==> config.mk <==
export PLATFORM = sky130hd
export DESIGN_NAME = adder_seq_ctrl
export DESIGN_NICKNAME = d
export VERILOG_FILES = /design/src/rtl/adder_seq_pkg.sv /design/src/rtl/adder_4.sv /design/src/rtl/adder_seq_ctrl.sv
export SDC_FILE = /design/constraint.sdc
export NUM_CORES = 1
export LEC_CHECK = 0
export BUFFER_PORTS_ARGS = -buffer_cell sky130_fd_sc_hd__buf_4
export CORE_MARGIN = 2
export CORE_UTILIZATION = 53
export DETAILED_ROUTE_END_ITERATION = 8
export GPL_ROUTABILITY_DRIVEN = 0
export MAX_ROUTING_LAYER = met4
export PLACE_DENSITY = 0.78
export SYNTH_ARGS = -nofsm -noshare
export SYNTH_HDL_FRONTEND = slang
export SYNTH_SLANG_ARGS = --single-unit
==> constraint.sdc <==
create_clock -name clk -period 3.5 [get_ports clk]
set_input_delay 0.7 -clock clk [delete_from_list [all_inputs] [get_ports clk]]
set_output_delay 0.7 -clock clk [all_outputs]
set_load 0.02 [all_outputs]
==> src/rtl/adder_seq_pkg.sv <==
`default_nettype none
// ============================================================================
// Module      : adder_seq_pkg
// Description : Shared types and constants for the nibble-serial adder
//               controller.
// Revision    : 1.0 - initial release
// ============================================================================
package adder_seq_pkg;

    localparam int NIBBLE_W = 4;

    typedef enum logic [0:0] {
        IDLE = 1'b0,
        RUN  = 1'b1
    } state_t;

    // Index counter width; a single-nibble build still needs one bit.
    function automatic int idx_width(input int n);
        return (n <= 2) ? 1 : $clog2(n);
    endfunction

endpackage : adder_seq_pkg
`default_nettype wire

==> src/rtl/adder_4.sv <==
`default_nettype none
// ============================================================================
// Module      : adder_4
// Description : 4-bit ripple adder with carry in/out.
// Revision    : 1.0 - initial release
// ============================================================================
module adder_4 (
    input  logic [3:0] A,
    input  logic [3:0] B,
    input  logic       Cin,
    output logic [3:0] Sum,
    output logic       Cout
);

    assign {Cout, Sum} = {1'b0, A} + {1'b0, B} + {4'b0000, Cin};

endmodule : adder_4
`default_nettype wire

==> src/rtl/adder_seq_ctrl.sv <==
`default_nettype none
// ============================================================================
// Module      : adder_seq_ctrl
// Description : Performs one NIBBLES*4-bit add/subtract by stepping a single
//               shared 4-bit adder across the operand, LS nibble first.
// Revision    : 1.0 - initial release
// ============================================================================
module adder_seq_ctrl
    import adder_seq_pkg::*;
#(
    parameter int NIBBLES = 4
) (
    input  logic                        clk,
    input  logic                        rst,
    input  logic                        start,
    input  logic                        op_sub,
    input  logic [NIBBLE_W*NIBBLES-1:0] a,
    input  logic [NIBBLE_W*NIBBLES-1:0] b,
    input  logic                        cin,
    output logic                        busy,
    output logic                        done,
    output logic [NIBBLE_W*NIBBLES-1:0] sum,
    output logic                        cout,
    output logic                        ovf
);

    localparam int             IW         = idx_width(NIBBLES);
    localparam logic [IW-1:0]  C_LAST_IDX = IW'(NIBBLES - 1);

    state_t                              r_state;
    state_t                              w_state_nxt;
    logic [IW-1:0]                       r_idx;
    logic                                r_carry;
    logic [NIBBLES-1:0][NIBBLE_W-1:0]    r_a;
    logic [NIBBLES-1:0][NIBBLE_W-1:0]    r_b_eff;
    logic [NIBBLES-1:0][NIBBLE_W-1:0]    r_sum;
    logic                                r_done;
    logic                                r_cout;
    logic                                r_ovf;

    logic [NIBBLE_W-1:0]                 w_sum_nib;
    logic                                w_cout;
    logic                                w_last;

    assign w_last = (r_idx == C_LAST_IDX);

    adder_4 u_adder_4 (
        .A    (r_a[r_idx]),
        .B    (r_b_eff[r_idx]),
        .Cin  (r_carry),
        .Sum  (w_sum_nib),
        .Cout (w_cout)
    );

    always_ff @(posedge clk or posedge rst) begin
        if (rst) begin
            r_state <= IDLE;
        end else begin
            r_state <= w_state_nxt;
        end
    end

    always_comb begin
        w_state_nxt = r_state;
        case (r_state)
            IDLE:    if (start)  w_state_nxt = RUN;
            RUN:     if (w_last) w_state_nxt = IDLE;
            default: w_state_nxt = IDLE;
        endcase
    end

    // Subtract is A + ~B + 1, so the inversion and forced carry happen at capture.
    always_ff @(posedge clk or posedge rst) begin
        if (rst) begin
            r_idx   <= '0;
            r_carry <= 1'b0;
            r_a     <= '0;
            r_b_eff <= '0;
            r_sum   <= '0;
            r_done  <= 1'b0;
            r_cout  <= 1'b0;
            r_ovf   <= 1'b0;
        end else begin
            r_done <= 1'b0;
            if (r_state == IDLE) begin
                if (start) begin
                    r_a     <= a;
                    r_b_eff <= op_sub ? ~b : b;
                    r_carry <= op_sub ? 1'b1 : cin;
                    r_idx   <= '0;
                end
            end else begin
                r_sum[r_idx] <= w_sum_nib;
                r_carry      <= w_cout;
                r_idx        <= r_idx + 1'b1;
                if (w_last) begin
                    r_idx  <= '0;
                    r_done <= 1'b1;
                    r_cout <= w_cout;
                    r_ovf  <= (r_a[NIBBLES-1][NIBBLE_W-1] == r_b_eff[NIBBLES-1][NIBBLE_W-1]) &&
                              (w_sum_nib[NIBBLE_W-1] != r_a[NIBBLES-1][NIBBLE_W-1]);
                end
            end
        end
    end

    assign busy = (r_state == RUN);
    assign done = r_done;
    assign sum  = r_sum;
    assign cout = r_cout;
    assign ovf  = r_ovf;

endmodule : adder_seq_ctrl
`default_nettype wire
==> results_dict.tcl <==
set metrics [dict create \
    worstMarginPinSlew_ns 1.128 \
    synth-simple-area-share_pct 8.049 \
    grt_max_degree 56 \
    ios 57 \
    synth_compound_area_share_pct 9.136 \
    syn_nets 264 \
    ys.flop_type "dfrtp_1" \
    fillers 370 \
    cp-end-kind "register" \
    insertion_delay_ns 0.30 \
    muxShareOfSynthArea_pct 14.22 \
    drive_gt1_share_pct 32.97 \
    yosysTopAreaCell "dfrtp_1" \
    r2r-end "ovf" \
    dr.pass1.iters 4 \
    syn_area_um2 2534 \
    power.density_nw_per_um2 1001 \
    whs_ns 0.4894 \
    io_buffer_count 56 \
    setup_viol 0 \
    antenna_found_initial 0 \
    clock-skew-final_ns 0.007938 \
    synthCells 218 \
    r2r_start "r_idx[0]" \
    max_freq_ghz 0.3733 \
    grt.total_usage_pct 19.44 \
    fin_crit_sh_pct 76.54 \
    clkTransAtPathRegs_ns 0.10 \
    finalNonFillerCells 327 \
    fp.dieW_um 73.14 \
    drv_slew 0 \
    dp_hpwl_um 3409 \
    drc 0 \
    synth_top_family_by_area "multiplexers" \
    drv_cap 0 \
    power.total_mw 3.088 \
    dp.cells 319 \
    htreeDepth 2 \
    grt_pass1_vias 1667 \
    rows 25 \
    synth_common_cells "55 x dfrtp_1, 41 x nand2_1, 26 x o21ai_0" \
    core_region_area_um2 4661 \
    fin_crit_ns 2.679 \
    dieHeight_um 73.14 \
    seq_area_frac_synth_pct 54.32 \
    relSlewSlack_pct 24.71 \
    critPathKind "register to register" \
    synth_edf_count 0 \
    cts_resized 0 \
    path_max_fanout 12 \
    synthXorXnorAreaFrac_pct 5.877 \
    ys_warn_count 0 \
    reg2reg_slack_ns 0.82 \
    crit_start "r_idx[0]" \
    synth_fa_ha_area_share_pct 5.037 \
    initial_core_util_pct 54.36 \
    cts_hold_buf 0 \
    synth_cell_types 28 \
    p_leak_nw 1.451 \
    overflow 0 \
    syn_avg_cell_area_um2 11.62 \
    synthTopCellsByArea "dfrtp_1 54%, mux4_2 7.1%, mux2_2 6.2%, nand2_1 6.1%, xnor2_1 5.5%" \
    async_reset_ff_share_pct 100.0 \
    min_path_type "register to register" \
    status "finished clean" \
    cp.arrival_ns 2.90 \
    finalSetupTns_ns 0 \
    postCtsSetupRepairBufs 0 \
    wl_um 4546 \
    cts_tree "yes" \
    finalHoldViolCount 0 \
    netlist.area_leader.share_pct 54.32 \
    ant_nets 0 \
    dieArea_um2 5349 \
    dr.first_iter.drc_count 67 \
    wl_per_cell_um 13.90 \
    vdd_ir_drop_max_mv 0.4879 \
    ys_ff_latch 55 \
    crit_path_end "ovf" \
    nets 318 \
    grt_pass1_wl_um 7803 \
    diodes 0 \
    routed_via_density 5.211 \
    required_ns 3.72 \
    cts_buffers 5 \
    reg2regPathDepth 6 \
    rsz0062_at_grt "no" \
    synthMostInstantiatedCell "dfrtp_1" \
    area_growth_pct 21.78 \
    cts_root_buffer "clkbuf_8" \
    num_vias 1704 \
    cts_sinks 55 \
    startpoint_type "register" \
    cts_buffer_depth 2 \
]
==> sequential cells by signal (all words and copies together) (netlist names) <==
register	flops
ovf	1
sum	16
r_a	16
busy	1
r_idx	2
cout	1
r_b_eff	16
done	1
r_carry	1
==> kinds of logic (layout without fill, tap and decap cells) <==
kind of cell | count (synthesis) | count (layout)
AOI/OAI and AO/OA | 44 | 44
xor gates and xnor gates | 17 | 17
adders and majority gates | 9 | 9
buffers and inverters | 20 | 75
DFF | 55 | 55
muxes | 24 | 24
and+or+nand+nor | 49 | 49
==> placed cells by master (no fill, tap or decap), types with 2 or more instances in the layout <==
cell and n:
mux2_1 2, o21ai_1 12, inv_2 3, buf_4 57
nand2_1 41, mux4_2 8, o21ai_0 26, dfrtp_1 55
mux2_2 14, xnor2_1 16, clkbuf_8 7, inv_1 7
fa_1 2, ha_1 7, nor2_1 2
==> worst min path at each step <==
stage,start,endpoint,slack (ns),cells past startpoint
after detailed placement,r_b_eff[11],r_b_eff[11],0.47,2
final,r_b_eff[4],r_b_eff[4],0.49,2
after global placement,sum[9],sum[9],0.46,2
after floorplan,r_b_eff[10],r_b_eff[10],0.44,2
after global routing,r_b_eff[4],r_b_eff[4],0.51,2
after CTS,r_b_eff[9],r_b_eff[9],0.49,2
==> final cells by class <==
class | count | area [µm²] | share of cell area, %
Inverter | 10 | 37.54 | 1.217
Timing Repair Buffer | 57 | 427.9 | 13.87
Sequential cell | 55 | 1376 | 44.61
Clock buffer | 7 | 96.34 | 3.122
Multi-Input combinational cell | 143 | 1072 | 34.75
Tap cell | 54 | 67.56 | 2.190
Clock inverter | 1 | 7.507 | 0.2433
==> routing by layer <==
metal	part of all wire (%)	GRT usage, %	wire length (µm)	vias up
li1	-	-	-	845
met4	0.75	3.704	34	0
met1	45	27.12	2064	817
met3	3.5	3.315	157	5
met2	50	30.53	2291	37
met5	0	-	0	-
==> per-stage QoR <==
stage	util, %	setup slack [ns]	area, µm²
after floorplan	-	1.085	2534
after global placement	63.97	0.8861	2982
after detailed placement	63.97	0.8313	2982
after CTS	66.20	0.7954	3085
after global routing	66.20	0.6216	3085
final	66.20	0.8210	3085
==> power by group <==
part           switching [mW]  total, mW  internal [mW]
clock                   0.198      0.378          0.180
sequential              0.238       1.19          0.949
combinational           0.797       1.52          0.726
==> critical path, cell delays in order, from the launching register on <==
cell	delay [ns]
dfrtp_1	0.74
mux4_2	0.59
ha_1	0.36
a21oi_1	0.17
a21boi_1	0.11
or4_1	0.47
a31oi_1	0.17
(Power assumes the default switching activity.)
